<file path="src/rtl/forward_hazard_unit_pkg.sv">
// Shared pipeline constants: forwarding select encoding and multi-cycle FSM states.
// Combinational definitions only; no timing or flow-control behaviour of its own.
package forward_hazard_unit_pkg;

    localparam int SEL_RF = 0;

    // First post-issue stage whose load result can be forwarded; any younger matching load stalls.
    localparam int LOAD_READY_STAGE = 2;

    typedef enum logic {
        IDLE = 1'b0,
        BUSY = 1'b1
    } mc_state_t;

endpackage

</file>
<file path="src/rtl/forward_hazard_unit_fwd_src_select.sv">
// Per-source forwarding select: youngest valid writer of rs wins, zero-cycle combinational.
// Flags a load-use hazard when that youngest writer is a load not yet able to forward.
module fwd_src_select
    import forward_hazard_unit_pkg::*;
#(
    parameter int REG_NUM_BITWIDTH = 5,
    parameter int FWD_DEPTH        = 2,
    parameter int SEL_BITWIDTH     = 2
) (
    input  logic [REG_NUM_BITWIDTH-1:0]           rs,
    input  logic [FWD_DEPTH-1:0]                  stage_valid,
    input  logic [FWD_DEPTH-1:0]                  stage_reg_write,
    input  logic [FWD_DEPTH-1:0]                  stage_is_load,
    input  logic [FWD_DEPTH*REG_NUM_BITWIDTH-1:0] stage_rd,
    output logic [SEL_BITWIDTH-1:0]               sel,
    output logic                                  load_use
);

    logic [FWD_DEPTH-1:0] match;

    always_comb begin
        match    = '0;
        sel      = SEL_BITWIDTH'(SEL_RF);
        load_use = 1'b0;
        // rd != 0 already excludes rs == 0, so x0 always reads the register file.
        for (int k = 0; k < FWD_DEPTH; k++) begin
            match[k] = stage_valid[k] && stage_reg_write[k]
                    && (stage_rd[k*REG_NUM_BITWIDTH +: REG_NUM_BITWIDTH] != '0)
                    && (stage_rd[k*REG_NUM_BITWIDTH +: REG_NUM_BITWIDTH] == rs);
        end
        // Scan oldest to youngest so the youngest match is the last one assigned.
        for (int k = FWD_DEPTH - 1; k >= 0; k--) begin
            if (match[k]) begin
                sel      = SEL_BITWIDTH'(k + 1);
                load_use = stage_is_load[k] && ((k + 1) < LOAD_READY_STAGE);
            end
        end
        if (load_use) begin
            sel = SEL_BITWIDTH'(SEL_RF);
        end
    end

endmodule

</file>
<file path="src/rtl/forward_hazard_unit.sv">
// Issue-stage forwarding/hazard unit: combinational fwd_sel/stall from a FWD_DEPTH shift pipeline.
// Stalls issue on load-use or while a multi-cycle op counts down; flush clears all tracking.
module forward_hazard_unit
    import forward_hazard_unit_pkg::*;
#(
    parameter int REG_NUM_BITWIDTH = 5,
    parameter int NUM_SRC          = 2,
    parameter int FWD_DEPTH        = 2,
    parameter int MC_LAT_BITWIDTH  = 4
) (
    input  logic                                     clk,
    input  logic                                     rst_n,
    input  logic                                     issue_valid,
    input  logic [NUM_SRC*REG_NUM_BITWIDTH-1:0]      issue_rs,
    input  logic [REG_NUM_BITWIDTH-1:0]              issue_rd,
    input  logic                                     issue_regWrite,
    input  logic                                     issue_isLoad,
    input  logic [MC_LAT_BITWIDTH-1:0]               issue_mcLat,
    input  logic                                     flush,
    output logic [NUM_SRC*$clog2(FWD_DEPTH+1)-1:0]   fwd_sel,
    output logic                                     stall,
    output logic                                     busy
);

    localparam int SEL_BITWIDTH = $clog2(FWD_DEPTH + 1);
    localparam int W            = REG_NUM_BITWIDTH;

    logic [FWD_DEPTH-1:0]   stage_valid;
    logic [FWD_DEPTH-1:0]   stage_reg_write;
    logic [FWD_DEPTH-1:0]   stage_is_load;
    logic [FWD_DEPTH*W-1:0] stage_rd;
    logic [NUM_SRC-1:0]     src_load_use;

    mc_state_t                  state, state_nxt;
    logic [MC_LAT_BITWIDTH-1:0] mc_cnt, mc_cnt_nxt;

    logic accept;
    logic load_use_stall;

    generate
        for (genvar i = 0; i < NUM_SRC; i++) begin : g_src
            fwd_src_select #(
                .REG_NUM_BITWIDTH (REG_NUM_BITWIDTH),
                .FWD_DEPTH        (FWD_DEPTH),
                .SEL_BITWIDTH     (SEL_BITWIDTH)
            ) u_fwd_src_select (
                .rs              (issue_rs[i*W +: W]),
                .stage_valid     (stage_valid),
                .stage_reg_write (stage_reg_write),
                .stage_is_load   (stage_is_load),
                .stage_rd        (stage_rd),
                .sel             (fwd_sel[i*SEL_BITWIDTH +: SEL_BITWIDTH]),
                .load_use        (src_load_use[i])
            );
        end
    endgenerate

    assign load_use_stall = |src_load_use;
    assign busy           = (state == BUSY);
    assign stall          = load_use_stall | busy;
    assign accept         = issue_valid & ~stall;

    always_ff @(posedge clk or negedge rst_n) begin
        if (!rst_n) begin
            stage_valid     <= '0;
            stage_reg_write <= '0;
            stage_is_load   <= '0;
            stage_rd        <= '0;
        end else if (flush) begin
            stage_valid <= '0;
        end else begin
            for (int k = FWD_DEPTH - 1; k >= 1; k--) begin
                stage_valid[k]         <= stage_valid[k-1];
                stage_reg_write[k]     <= stage_reg_write[k-1];
                stage_is_load[k]       <= stage_is_load[k-1];
                stage_rd[k*W +: W]     <= stage_rd[(k-1)*W +: W];
            end
            // A stalled or absent issue enters stage 1 as a bubble.
            stage_valid[0]     <= accept;
            stage_reg_write[0] <= issue_regWrite;
            stage_is_load[0]   <= issue_isLoad;
            stage_rd[0 +: W]   <= issue_rd;
        end
    end

    always_ff @(posedge clk or negedge rst_n) begin
        if (!rst_n) begin
            state  <= IDLE;
            mc_cnt <= '0;
        end else begin
            state  <= state_nxt;
            mc_cnt <= mc_cnt_nxt;
        end
    end

    always_comb begin
        state_nxt  = state;
        mc_cnt_nxt = mc_cnt;
        if (flush) begin
            state_nxt  = IDLE;
            mc_cnt_nxt = '0;
        end else begin
            case (state)
                IDLE: begin
                    if (accept && (issue_mcLat != '0)) begin
                        state_nxt  = BUSY;
                        mc_cnt_nxt = issue_mcLat;
                    end
                end
                BUSY: begin
                    // Count L..1 while busy so exactly L cycles are spent here.
                    if (mc_cnt <= MC_LAT_BITWIDTH'(1)) begin
                        state_nxt  = IDLE;
                        mc_cnt_nxt = '0;
                    end else begin
                        mc_cnt_nxt = mc_cnt - MC_LAT_BITWIDTH'(1);
                    end
                end
                default: begin
                    state_nxt  = IDLE;
                    mc_cnt_nxt = '0;
                end
            endcase
        end
    end

endmodule

</file>
<file path="config.mk">
export PLATFORM = sky130hd
export DESIGN_NAME = forward_hazard_unit
export DESIGN_NICKNAME = d
export VERILOG_FILES = /design/src/rtl/forward_hazard_unit_pkg.sv /design/src/rtl/forward_hazard_unit_fwd_src_select.sv /design/src/rtl/forward_hazard_unit.sv
export SDC_FILE = /design/constraint.sdc
export NUM_CORES = 1
export LEC_CHECK = 0
export ABC_AREA = 1
export CELL_PAD_IN_SITES_DETAIL_PLACEMENT = 2
export CELL_PAD_IN_SITES_GLOBAL_PLACEMENT = 2
export CORE_MARGIN = 4
export CORE_UTILIZATION = 24
export DETAILED_ROUTE_END_ITERATION = 10
export PLACE_DENSITY = 0.83
export SLEW_MARGIN = 20
export SYNTH_ARGS = -nofsm -noshare
export SYNTH_HDL_FRONTEND = slang
export SYNTH_SLANG_ARGS = --single-unit
</file>
<file path="constraint.sdc">
create_clock -name clk -period 1.6 [get_ports clk]
set_clock_uncertainty 0.2 [all_clocks]
set_input_delay 0.4 -clock clk [delete_from_list [all_inputs] [get_ports clk]]
set_output_delay 0.4 -clock clk [all_outputs]
set_load 0.1 [all_outputs]
</file>
# Yosys cells after proc, flatten, opt, wreduce, memory -nomap -nowiden

Index checks and enable logic that the tools add are counted.

Reduce and logical (&&, ||, !) cells: 13
Add/sub/neg operators: 1
Order comparisons: 1
Mux-type cells: 17
Bitwise operators: 4
Equality and inequality tests: 5

Operator list:

| cell                | number |
|---|---|
| $eq 5x5->1          | 4 |
| $mux 2              | 7 |
| $mux 4              | 3 |
| $reduce_bool 5->1   | 2 |
| $logic_and 1x1->1   | 9 |
| $pmux 4 s2          | 1 |
| $mux 1              | 5 |
| $le 4x1->1 const B  | 1 |
| $reduce_bool 4->1   | 1 |
| $sub 4x1->4 const B | 1 |
| $ne 3x3->1 const B  | 1 |
| $not 1->1           | 2 |
| $pmux 1 s2          | 1 |
| $reduce_or 2->1     | 1 |
| $and 1x1->1         | 1 |
| $or 1x1->1          | 1 |

Input bits: 25
Word-level logic and storage cells: 47
Output and inout port bits: 6
Bits in registers: 20

# Longest topological paths before layout

Word-level depth: 12
Gate-level depth with buffers: 12
Depth with buffers taken out: 12

# By module

Synthesis repeated with hierarchy kept, for this count alone.

Cell total of the unflattened synthesis: 265
Area, all modules: 1599.0 um^2

By module, submodules not included:

| module              | seq. area each (um^2) | area each (um^2) | times used | cells each |
|---|---|---|---|---|
| forward_hazard_unit | 525.5                 | 991.0            | 1          | 121 |
| fwd_src_select      | 0.0                   | 304.0            | 2          | 72 |

# Worst setup path before layout

OpenSTA, ideal clock, no wires.

Path type: flip-flop to output port
Start point: reg stage_rd[8]
End point: out fwd_sel[3]
Data required time: 1000 ps
Data arrival time: 2346 ps
Stages on the path, launching flop included: 5
Path slack: -1346 ps
Path buffers: 0
Path through: dfrtp_1 -> xor2_1 -> nor3_1 -> nand4_1 -> a31oi_1

Cells in the longest elaborated chain, start to end: 6
Elaborated cells on any way between the ends: 7
Those cells by class: eq/ne (1); mux (3); reduce/logical (3)

RTL lines:

| what                            | line                                     | RTL |
|---|---|---|
| start, declared                 | forward_hazard_unit.sv:31                | `logic [FWD_DEPTH*W-1:0] stage_rd;` |
| start signal, assigned by index | forward_hazard_unit.sv:76                | `stage_rd[k*W +: W] <= stage_rd[(k-1)*W +: W];` |
| start signal, assigned by index | forward_hazard_unit.sv:82                | `stage_rd[0 +: W] <= issue_rd;` |
| $reduce_bool 5->1               | forward_hazard_unit_fwd_src_select.sv:28 | `&& (stage_rd[k*REG_NUM_BITWIDTH +: REG_NUM_BITWIDTH] != '0)` |
| $logic_and 1x1->1               | forward_hazard_unit_fwd_src_select.sv:28 |  |
| $logic_and 1x1->1 *             | forward_hazard_unit_fwd_src_select.sv:29 | `&& (stage_rd[k*REG_NUM_BITWIDTH +: REG_NUM_BITWIDTH] == rs);` |
| $mux 2 * (2 in a row)           | forward_hazard_unit_fwd_src_select.sv:33 | `if (match[k]) begin` |
| $mux 2 *                        | forward_hazard_unit_fwd_src_select.sv:38 | `if (load_use) begin` |
| end, declared                   | forward_hazard_unit.sv:20                | `output logic [NUM_SRC*$clog2(FWD_DEPTH+1)-1:0] fwd_sel,` |

Every way passes the cells marked *; elsewhere a longest branch is shown, timed or not.

# Worst setup path in the final report

Start point: reg stage_rd[1]
End point: out fwd_sel[1]

Cells in the longest elaborated chain, start to end: 5
Elaborated cells on any way between the ends: 7
Those cells by class: eq/ne (1); mux (3); reduce/logical (3)

RTL lines:

| what                             | line |
|---|---|
| $reduce_bool 5->1                | forward_hazard_unit_fwd_src_select.sv:28 |
| $logic_and 1x1->1                | forward_hazard_unit_fwd_src_select.sv:28 |
| $logic_and 1x1->1 *              | forward_hazard_unit_fwd_src_select.sv:29 |
| $mux 2 or $mux 1 (tied branches) | forward_hazard_unit_fwd_src_select.sv:33 |
| $mux 2 *                         | forward_hazard_unit_fwd_src_select.sv:38 |

Marked as above.

==> summary.txt <==
Run status
  – Status: finished, violations left
  – Failing checks: negative setup slack

Timing
  – Total Neg Setup Slack: -6.38 ns
  – Final worst path period share: 147%
  – Worst slew pin tran: 0.324 ns
  – Setup-failing EPs final: 11
  – Max Fclk: 425 MHz
  – Slew Limit Fails: 0
  – Worst slew margin: 78.4%
  – Hold WS: 0.297 ns
  – Number of failing hold endpoints at the final stage: 0
  – Setup ws final: -0.753 ns
  – Tmin final: 2.35 ns
  – RSZ-0062 raised after global routing: yes

Clocking
  – CTS Sinks: 20
  – Clock transition at path regs: 0.08 ns
  – Clk buf depth: 2
  – Clk_lat worst skew: 0.26 ns
  – Num CTS Buffers: 3
  – H-tree depth: 1
  – TritonCTS clock tree: built
  – CTS root buffer: clkbuf_8

Placement
  – Placed cells: 286
  – Dpl hpwl: 3650 um
  – Area of placed instances: 2000 sq um
  – Port Buffer Count: 30
  – Pre-CTS setup slack: -0.986 ns
  – Global placement routability congestion: 0.819

Synthesis
  – Netlist cell types: 24
  – Number of synthesized register bits: 20
  – Post-synth top cells: nand2_1 (45), dfrtp_1 (20), inv_1 (15), nor2_1 (14), xor2_1 (12)
  – Synth Net Count: 183
  – Top cells by area, synth: dfrtp_1 (41%), nand2_1 (14%), xor2_1 (8.6%)
  – Post-synth top flop: dfrtp_1
  – Synth area leader: dfrtp_1
  – Post-synth top area share: 41.1%
  – Post-synthesis sequential area ratio: 41.1%
  – Top-count cell post-synth: nand2_1
  – Asr flop ratio synth: 100%
  – YS warnings: 0
  – Number of synthesized flops with an enable pin: 0
  – Mean Syn Cell Area: 7.81 sq um
  – Synthesized cell area: 1220 sq um
  – Post-Synthesis Cells: 156

Hold path
  – Hold crit path type: primary input to async pin

Route
  – First drt pass iteration count: 2
  – Post-Route WL: 5280 um
  – Drc violations: 0
  – Iteration-0 DRC Markers: 43
  – Via count: 1363
  – Routed WL per cell: 17.7 um
  – Antenna-violating nets left: 0
  – Via-to-Cell Ratio: 4.57

Power and ir drop
  – Cell Pwr Density: 773 nW/um^2
  – Leakage power: 1.08 nW
  – VDD IR max: 0.000367 V
  – Tot Pwr: 1.78 mW

GRT
  – GRT Util Overall: 16.6%
  – Total gr overflow: 0
  – Initial antenna violation count: 0
  – Largest net degree at the start of global routing: 21
  – Vias in the first global route: 1581
  – First-pass GRT wire length: 7940 um

Worst setup path
  – Worst EP arrival: 1.75 ns
  – Critical path fanouts, max: 4
  – Worst Path Buf+Inv: 3
  – Worst endpoint required time: 1.00 ns
  – Delay of the slowest cell on the worst path: 0.46 ns
  – Worst setup SP type: register
  – Critical-path cell list: nand2_1, nand2_2, nand2_2, nor2_4, buf_4, buf_4, a31oi_4, buf_12
  – CP endpoint kind: output pin
  – Critical path's top delay family: buffers and inverters
  – Crit path kind: register to output pin
  – Slowest cell on crit path: dfrtp_2

Die
  – Initial Util: 25.3%
  – Die extent in y: 79.3 um
  – Chip width: 79.3 um
  – I/O pin count: 31
  – Core ar.: 4820 sq um
  – Die area: 6280 sq um
  – Row Count: 25

Finish
  – Final instance area: 2300 sq um
  – Post-layout util: 47.7%
  – Ant. Diodes: 0
  – Ratio of cells with drive above 1 in the final layout: 44.2%
  – Layout Nets: 259
  – Final std cells w/o fill: 298
  – P&R area growth vs syn: 88.4%

Job
  – Max-capacitance violation count: 0
logic make-up (layout without fill, tap and decap cells):
| group | after synthesis | in the layout | synth area share, % |
|---|---|---|---|
| xor+xnor | 20 | 20 | 14.4 |
| flops | 20 | 20 | 41.1 |
| compound gates | 15 | 15 | 6.98 |
| buf+inv | 20 | 95 | 6.26 |
| simple gates | 79 | 79 | 29.3 |
| fa+ha+maj | 2 | 2 | 2.05 |
cell type report:
cell class              instances  area, sq um
fillers                       542         2520
clock buffers                   4         55.1
well taps                      67         83.8
repair buffers                 74          716
multi-input cells             116          866
flip-flops and latches         20          509
inverters                      17         66.3
worst paths after layout:
check | from | to | slack, ns | cells past startpoint
setup / recovery | stage_rd[1] | fwd_sel[1] | -0.75 | 8
hold / removal | rst_n | stage_is_load[0] | 0.30 | 2
setup reg to reg | stage_rd[0] | mc_cnt[2] | -0.56 | 13
hold reg to reg | stage_valid[0] | stage_valid[1] | 0.30 | 2
max in group asynchronous | rst_n | stage_rd[5] | 0.66 | 2
min in group clk | stage_valid[0] | stage_valid[1] | 0.30 | 2
worst register-to-register path, stage by stage, from the launching register on:
cell and delay (ns):
dfrtp_2 0.46, xnor2_2 0.20, nand2_2 0.11, nor2_4 0.16
nand3_4 0.11, nand2_4 0.08, nand2_4 0.08, buf_6 0.13
buf_6 0.10, buf_6 0.10, nand4_4 0.10, nand2_4 0.10
nand2_4 0.08, nand2_2 0.05
routing by layer:
layer	routed length, um	track usage, %	up-vias
met4	126	4.98	0
met3	163	2.72	11
li1	-	-	648
met1	1950	16.4	673
met2	3040	34.3	31
met5	0	0	-
flip-flops by register name, indices dropped and copies added, names as in the netlist:
register,cells
stage_rd,10
stage_is_load,1
mc_cnt,4
stage_reg_write,2
stage_valid,2
busy,1
placed cells by master (no fill, tap or decap), types with 3 or more instances in the layout:
cell type | netlist | routed
buf_12 | 0 | 6
nand2_2 | 2 | 10
o22ai_1 | 3 | 3
nand4_1 | 3 | 3
o21ai_0 | 7 | 7
dlygate4sd2_1 | 0 | 10
clkbuf_8 | 0 | 4
nor3_2 | 0 | 3
dfrtp_2 | 0 | 7
xor2_1 | 12 | 11
nand2_1 | 45 | 32
buf_4 | 0 | 34
dfrtp_1 | 20 | 13
clkdlybuf4s50_1 | 0 | 14
nor2_1 | 14 | 7
nor2_4 | 0 | 5
xnor2_1 | 8 | 5
nand3_1 | 9 | 6
xnor2_2 | 0 | 3
inv_1 | 15 | 14
nand2_4 | 0 | 4
buf_6 | 0 | 10
report_power, final:
part           leakage [nW]  internal, mW  switching, mW  total, mW
Clock                0.0288         0.220          0.179      0.399
Sequential            0.244         0.567         0.0788      0.646
Combinational         0.809         0.349          0.382      0.731
Total                  1.08          1.14          0.640       1.78
timing repair:
| action | in CTS | in global routing |
|---|---|---|
| cloned | 0 | 0 |
| hold buffers | 0 | 0 |
| setup buffers | 3 | 5 |
| endpoints found under the hold margin | 0 | 0 |
| resized for setup | 26 | 34 |
| endpoints found under the setup margin | 11 | 11 |
| pin swaps | 16 | 15 |
No activity file was read; power rests on OpenSTA's default activity.
